## config.mk

```make
export PLATFORM = sky130hd
export DESIGN_NAME = tile_match_ctrl
export DESIGN_NICKNAME = d
export VERILOG_FILES = /design/src/rtl/tile_pkg.sv /design/src/rtl/show_timer.sv /design/src/rtl/tile_match_ctrl.sv
export SDC_FILE = /design/constraint.sdc
export NUM_CORES = 1
export LEC_CHECK = 0
export CORE_MARGIN = 10
export CORE_UTILIZATION = 51
export CTS_CLUSTER_SIZE = 14
export DETAILED_ROUTE_END_ITERATION = 8
export GPL_TIMING_DRIVEN = 1
export HOLD_SLACK_MARGIN = 0.06
export PLACE_DENSITY = 0.92
export SLEW_MARGIN = 20
export SYNTH_ARGS = -nofsm -noshare
export SYNTH_HDL_FRONTEND = slang
export SYNTH_SLANG_ARGS = --single-unit
```

## constraint.sdc

```tcl
create_clock -name gameClk -period 2.45 [get_ports gameClk]
set_input_delay 0.3675 -clock gameClk [delete_from_list [all_inputs] [get_ports gameClk]]
set_output_delay 0.3675 -clock gameClk [all_outputs]
set_load 0.02 [all_outputs]
```

## src/rtl/tile_pkg.sv

```systemverilog
// Shared types and constants for the tile-matching game controller.
package tile_pkg;
  localparam int         NUM_TILES          = 16;
  localparam logic [3:0] NUM_PAIRS          = 4'd8;
  localparam logic [7:0] MATCHED_COLOUR_DEF = 8'h00;

  typedef enum logic [2:0] {
    IDLE, HOLD1, READ, WAIT, COMPARE, WRITE, SHOW, WIN
  } state_t;
endpackage

```

## src/rtl/show_timer.sv

```systemverilog
// Down-counter that holds a mismatched pair face-up for SHOW_CYCLES cycles.
module show_timer #(
  parameter int SHOW_CYCLES = 50000000
) (
  input  logic gameClk,
  input  logic resetn,
  input  logic load,
  input  logic dec,
  output logic done
);
  localparam int         W        = (SHOW_CYCLES > 1) ? $clog2(SHOW_CYCLES) : 1;
  localparam logic [W-1:0] LOAD_VAL = W'(SHOW_CYCLES - 1);

  logic [W-1:0] count;

  always_ff @(posedge gameClk or negedge resetn) begin
    if (!resetn)                  count <= '0;
    else if (load)                count <= LOAD_VAL;
    else if (dec && count != '0)  count <= count - 1'b1;
  end

  // Loaded with N-1 so the terminal (done) cycle is the Nth SHOW cycle.
  assign done = (count == '0);
endmodule

```

## src/rtl/tile_match_ctrl.sv

```systemverilog
// Pair-matching game controller: takes two tile picks, compares their colours
// via a dual-port tile RAM, then either retires the pair or re-hides it.
module tile_match_ctrl import tile_pkg::*; #(
  parameter int         SHOW_CYCLES    = 50000000,
  parameter logic [7:0] MATCHED_COLOUR = MATCHED_COLOUR_DEF
) (
  input  logic        gameClk,
  input  logic        resetn,
  input  logic        selValid,
  input  logic [3:0]  selAddr,
  output logic [3:0]  addrA,
  output logic [3:0]  addrB,
  output logic        weA,
  output logic        weB,
  output logic [7:0]  writeA,
  output logic [7:0]  writeB,
  input  logic [7:0]  readA,
  input  logic [7:0]  readB,
  output logic [15:0] revealMask,
  output logic [15:0] matchedMask,
  output logic [3:0]  pairsFound,
  output logic        matchPulse,
  output logic        missPulse,
  output logic        busy,
  output logic        win
);
  state_t     state, nxt;
  logic [3:0] firstAddr, secondAddr;
  logic       sel_ok, accept, t_load, t_done;

  show_timer #(.SHOW_CYCLES(SHOW_CYCLES)) u_timer (
    .gameClk (gameClk),
    .resetn  (resetn),
    .load    (t_load),
    .dec     (state == SHOW),
    .done    (t_done)
  );

  assign sel_ok = selValid && !matchedMask[selAddr];

  always_ff @(posedge gameClk or negedge resetn) begin
    if (!resetn) state <= IDLE;
    else         state <= nxt;
  end

  always_comb begin
    nxt        = state;
    accept     = 1'b0;
    t_load     = 1'b0;
    weA        = 1'b0;
    weB        = 1'b0;
    matchPulse = 1'b0;
    missPulse  = 1'b0;
    busy       = 1'b1;
    win        = 1'b0;
    case (state)
      IDLE: begin
        busy = 1'b0;
        if (sel_ok) begin
          accept = 1'b1;
          nxt    = HOLD1;
        end
      end
      HOLD1: begin
        busy = 1'b0;
        if (sel_ok && selAddr != firstAddr) begin
          accept = 1'b1;
          nxt    = READ;
        end
      end
      READ:    nxt = WAIT;
      WAIT:    nxt = COMPARE;
      COMPARE: begin
        if (readA == readB) nxt = WRITE;
        else begin
          nxt    = SHOW;
          t_load = 1'b1;
        end
      end
      WRITE: begin
        weA        = 1'b1;
        weB        = 1'b1;
        matchPulse = 1'b1;
        nxt        = (pairsFound == NUM_PAIRS - 4'd1) ? WIN : IDLE;
      end
      SHOW: begin
        if (t_done) begin
          missPulse = 1'b1;
          nxt       = IDLE;
        end
      end
      WIN:     win = 1'b1;
      default: nxt = IDLE;
    endcase
  end

  always_ff @(posedge gameClk or negedge resetn) begin
    if (!resetn) begin
      firstAddr   <= '0;
      secondAddr  <= '0;
      revealMask  <= '0;
      matchedMask <= '0;
      pairsFound  <= '0;
    end else begin
      if (accept) begin
        if (state == IDLE) firstAddr  <= selAddr;
        else               secondAddr <= selAddr;
        revealMask[selAddr] <= 1'b1;
      end
      if (state == WRITE) begin
        matchedMask[firstAddr]  <= 1'b1;
        matchedMask[secondAddr] <= 1'b1;
        if (pairsFound != NUM_PAIRS) pairsFound <= pairsFound + 4'd1;
      end
      // Matched tiles never reach SHOW, so their reveal bits stay set.
      if (missPulse) begin
        revealMask[firstAddr]  <= 1'b0;
        revealMask[secondAddr] <= 1'b0;
      end
    end
  end

  assign addrA  = firstAddr;
  assign addrB  = secondAddr;
  assign writeA = MATCHED_COLOUR;
  assign writeB = MATCHED_COLOUR;
endmodule

```

[Yosys cells after proc, flatten, opt, wreduce, memory -nomap -nowiden]
Index checks and enable logic that the tools add are counted.
Storage, ports and cells
  bits in registers: 73
  latch bits: 0
  bits in writable memories: 0
  bits in read-only memories: 0
  bits of input ports: 23
  output and inout bits: 66
  logic and storage cells: 82
  memories: 0
Cells by class
  $add $sub $neg: 2
  multipliers: 0
  div/mod/pow operators: 0
  order comparisons: 6
  equality and inequality tests: 14
  shifts and indexed selects: 0
  multiplexer cells: 28
  bitwise logic cells: 8
  reduce and logical (&&, ||, !) cells: 17
Operators by type and width (number)
  $mux W26: 2
  $or A16 B16 Y16: 3
  $and A16 B16 Y16: 2
  $mux W16: 2
  $not A16 Y16: 2
  $logic_not A26 Y1: 1
  $reduce_bool A26 Y1: 1
  $sub A26 B1 Y26 const B: 1
  $pmux W3 S7: 1
  $lt A4 B5 Y1 const B: 3
  $mux W1: 13
  $demux W1 S4: 3
  $eq A3 B3 Y1 const B: 4
  $ge A4 B1 Y1 const B: 3
  $mux W3: 4
  $eq A8 B8 Y1: 1
  $reduce_bool A7 Y1: 1
  $eq A3 B2 Y1 const B: 2
  $logic_and A1 B1 Y1: 6
  $ne A2 B2 Y1 const B: 3
  $reduce_and A2 Y1: 3
  $add A4 B1 Y4 const B: 1
  $bmux W1 S4: 1
  $eq A4 B3 Y1 const B: 1
  11 further kinds: 11

[Logic depth before layout (Yosys ltp)]
Gate-level depths: netlist of the first run.
  word-level depth: 11
  gate-level depth with buffers: 9
  gate-level depth less buffers: 8

[By module]
Synthesis of the first run repeated with hierarchy kept, for this count alone.
Unflattened totals
  cells, all modules: 412
  area total of the unflattened synthesis: 4135.2 µm²
Modules (own cells, without submodules)
  tile_match_ctrl: times used 1, cells each 264, area an instance 2655.0 µm²
  show_timer: times used 1, cells each 148, area an instance 1480.2 µm²

[Worst setup path after synthesis of the first run]
No wires, ideal clock.
  kind: input -> register
  start: input port selAddr[1]
  end: register secondAddr[0], in the netlist addrB[0]
  library setup time: 125 ps
  arrival time: 2172 ps
  required time: 2325 ps
  slack: 154 ps
  stages: 8
  path through: clkbuf_1 -> mux4_2 -> nand2b_1 -> o211ai_1 -> nand3_1 -> or2_1 -> clkbuf_1 -> mux2_2
On the way
  word-level cells in the longest chain between the ends: 8
  elaborated cells between the ends (all ways): 10
  classes of those cells: eq/ne (1); mux (5); reduce/logical (4)
RTL lines
  from (decl): RTL line tile_match_ctrl.sv:10  | input logic [3:0] selAddr,
  $bmux W1 S4: RTL line tile_match_ctrl.sv:39  | assign sel_ok = selValid && !matchedMask[selAddr];
  $mux W1 (not written as such): RTL line tile_match_ctrl.sv:39
  $logic_not A1 Y1: RTL line tile_match_ctrl.sv:39
  $logic_and A1 B1 Y1: RTL line tile_match_ctrl.sv:39
  $logic_and A1 B1 Y1: RTL line tile_match_ctrl.sv:66  | if (sel_ok && selAddr != firstAddr) begin
  $mux W1: RTL line tile_match_ctrl.sv:66
  $pmux W1 S2 *: RTL line tile_match_ctrl.sv:56  | case (state)
  $reduce_and A2 Y1 (no source line) *
  to (signal assigned): RTL line tile_match_ctrl.sv:107  | else secondAddr <= selAddr;
  to (decl): RTL line tile_match_ctrl.sv:28  | logic [3:0] firstAddr, secondAddr;
Mark *: on every way between the ends. The rest lies on a longest branch, timed or not. The select of a mux whose other input is x is not followed.
A chain may end at the register's enable or synchronous reset.

[Worst setup path in the final report of the first run]
  start: register u_timer.count[23]
  end: output port missPulse
On the way
  word-level cells in the longest chain between the ends: 3
RTL lines
  from (decl): RTL line show_timer.sv:14  | logic [W-1:0] count;
  from (signal assigned): RTL line show_timer.sv:19  | else if (dec && count != '0) count <= count - 1'b1;
  $logic_not A26 Y1: RTL line show_timer.sv:23  | assign done = (count == '0);
  $mux W1: RTL line tile_match_ctrl.sv:87  | if (t_done) begin
  $mux W1: RTL line tile_match_ctrl.sv:56
  to (decl): RTL line tile_match_ctrl.sv:23  | output logic missPulse,
Every way passes these cells.

==> impl_metrics.csv, run 1 <==
group,metric,value,unit
global_route,grt_max_degree,32,
final_layout,antennaDiodeCount,0,
final_layout,final_area,0.00534,mm²
worst_setup_path,r2r_slack,140,ps
run_status,status,"complete, no violations",
floorplan,die_area,0.0117,mm²
final_layout,final_nets,551,
timing,finalHoldViolCount,0,
timing,final_max_slew_viol_count,0,
job,drv_cap,0,
place,hpwlAfterDp,8780,µm
final_layout,fillers,533,
yosys,synth_seq_cells,73,
worst_setup_path,reg2regPathDepth,8,
floorplan,io_pins,89,
yosys,synth_common_cells,"dfrtp_1, a21oi_1, nand2_1",
worst_setup_path,slowest_stage,"or4_1",
yosys,synth.area.top_cells,"dfrtp_1, a21oi_1, xnor2_1, mux2_2, nand2_1",
route,dr.first_iter.drc_count,278,
worst_setup_path,worstSetupEndpointType,"output pin",
yosys,synth-edff-count,0,
worst_setup_path,cp.depth,4,
yosys,synth-seq-area-share,45.9,%
timing,slew_headroom,52.6,%
floorplan,fp.dieH,108,µm
clock_network,cts_buffers,9,
global_route,grt_use_total,20.2,%
worst_setup_path,critPathLaunch,"u_timer.count[23]",
clock_network,cts_tree,"yes",
worst_setup_path,crit_fanout,2,
worst_setup_path,arrival,2000,ps
place,port_buffers,72,
clock_network,clock-sinks,73,
route,viasPerCell,5.76,
worst_setup_path,startpoint_type,"flop",
floorplan,die_w,108,µm
power,p_per_area,1060,mW/mm²
floorplan,initial_utilization,52.0,%
global_route,grt_pass1_wl,18900,µm
power,power_leakage,0.00232,µW
power,peakVddDrop,0.825,mV
worst_setup_path,crit_buf_inv,1,
worst_setup_path,crit_type,"flop to output pin",
yosys,yosys_warnings,0,
yosys,ys_types,54,
route,drc,0,
clock_network,cts_root_buf,"clkbuf_8",
route,wl_per_cell,18.8,µm
hold_path,holdPathStages,1,
clock_network,cts.path.max_buffers,2,
yosys,ys.flop_type,"dfrtp_1",
yosys,yosysTopAreaCell,"dfrtp_1",
route,dr.pass1.iters,5,
route,ant_nets,0,
route,routed_wl,11900,µm
yosys,avgSynthCellArea,9.85,µm²
global_route,overflow,0,
timing,max_slew.worst_pin.slew,712,ps
route,vias,3642,
timing,max_freq,423,MHz
timing,fin_crit,2370,ps
yosys,syn_area,0.00398,mm²
timing,fin_worst_skew,13.1,ps
worst_setup_path,crit_end,"missPulse",
global_route,grt_pass1_vias,3804,
worst_setup_path,critPathRequiredTime,2080,ps
clock_network,clkTransAtPathRegs,90,ps
worst_setup_path,critPathTopFamily,"simple AND/OR/NAND/NOR gates",
clock_network,clock_latency,370,ps
floorplan,core,0.00765,mm²
timing,rsz0062_at_grt,"false",
timing,hold_ws,489,ps
global_route,antenna_found_initial,0,
worst_setup_path,r2r_start,"u_timer.count[20]",
place,placed_cell_area,0.00509,mm²
final_layout,drive_gt1_share,21.7,%
clock_network,h-tree-depth,3,
worst_setup_path,crit_path_cell_trace,"or4_1 > nor3_2 > and3_4 > buf_2",
yosys,synth.most_common_cell,"dfrtp_1",
worst_setup_path,r2r-end,"u_timer.count[4]",
place,gp_congestion,0.939,
timing,finalSetupViolCount,0,
timing,min_period_over_period,96.5,%
hold_path,min_path_type,"flop to flop",
floorplan,fp-row-count,32,
yosys,netlist.area_leader.share,45.9,%
final_layout,syn_to_final_growth,34.3,%
worst_setup_path,crit_path_max_incr_delay,570,ps
yosys,syn_inst,404,
yosys,synthArstFlopShare,100,%
## cell families after synthesis
group | after synthesis | synth area share (%)
AO/OA/AOI/OAI | 90 | 13.8
XOR/XNOR | 36 | 7.92
adder cells (fa/ha/maj) | 3 | 0.943
buffers and inverters | 45 | 6.07
flip-flops | 73 | 45.9
multiplexers | 19 | 5.60
other | 1 | 0.0942
AND/OR/NAND/NOR | 137 | 19.7
## state kept, by name, indices dropped and copies added, names as in the netlist
register       flops
u_timer.count     26
matchedMask       16
pairsFound         4
revealMask        16
addrB              4
addrA              4
state              3
## power by group
part	internal, µW	total [µW]	switching [µW]	leakage, µW
logic	1240	2730	1490	0.00135
clock network	470	971	501	0.000103
registers	1560	1980	418	0.000870
total	3270	5680	2410	0.00232
## what timing repair did
item | in CTS | in global routing
setup buffers | 1 | 3
endpoints found under the hold margin | 10 | 0
pin swaps | 2 | 5
gates resized for setup | 10 | 2
hold buffers | 1 | 0
endpoints found under the setup margin | 3 | 10
## layer usage
metal	global-route usage (%)	up-vias	share of wire [%]
met4	10.1	0	3.4
met2	35.3	186	52
met1	22.2	1774	37
li1	-	1639	-
met3	5.53	43	7.9
met5	0	-	0
## metrics by stage
stage / setup WS [ps] / std cells / TNS, ps / util, % / power, µW
6_report: 84.6 / 632 / 0 / 69.9 / 5680
5_1_grt: 16.9 / 632 / 0 / 69.9 / 5950
4_1_cts: -19.8 / 630 / -19.8 / 69.7 / 5630
3_5_place_dp: -214 / 612 / -4050 / 66.5 / 4630
3_3_place_gp: -131 / 612 / -2270 / 66.5 / 4510
2_1_floorplan: 154 / 419 / 0 / - / 3420
## worst register-to-register path: stages (launching register included)
cell and delay (ps):
dfrtp_1 390, or4_1 560, buf_4 190, nor4_4 350, nand2_2 140, buf_4 170
and3b_1 190, xnor2_1 140, nand2_1 70
## cell type report
type                            instances  area (µm²)  area share, %
Clock buffer                            9         124           2.32
Clock inverter                          7        71.3           1.33
Inverter                                8        30.0          0.562
Multi-Input combinational cell        301        2000           37.4
Sequential cell                        73        1830           34.2
Tap cell                              102         128           2.39
Timing Repair Buffer                  132        1160           21.8
## worst min-delay path by stage
stage | from | slack [ps] | end
5_1_grt | matchedMask[8] | 510 | matchedMask[8]
6_report | matchedMask[8] | 490 | matchedMask[8]
2_1_floorplan | resetn | 70 | addrA[0]
3_3_place_gp | resetn | 430 | u_timer.count[22]
4_1_cts | matchedMask[8] | 490 | matchedMask[8]
3_5_place_dp | resetn | 450 | u_timer.count[22]
## placed cells by master, fill, tap and decap left out, types with 4 or more instances in the layout
cell             instances
dfrtp_1                 73
clkdlybuf4s50_1         70
buf_4                   59
nand2_1                 40
a21oi_1                 39
xnor2_1                 21
nor2_1                  18
a21o_1                  17
o22ai_1                 16
mux2_2                  16
conb_1                  16
xor2_1                  15
nand2b_1                10
clkbuf_8                 9
nand3_1                  8
inv_1                    7
o21ai_0                  7
or2_2                    6
nand3b_1                 4
or4_1                    4
nor3_2                   4
nor3b_1                  4
nor3_1                   4
nand4_1                  4
o211ai_1                 4
Note: power is estimated with default switching activity, not from simulation.
==> run 2: changes to the inputs <==
SKIP_LAST_GASP = 1   (was not set)
==> results of run 2 <==
The final DEF is identical to that of run 1; final timing and power are the same.
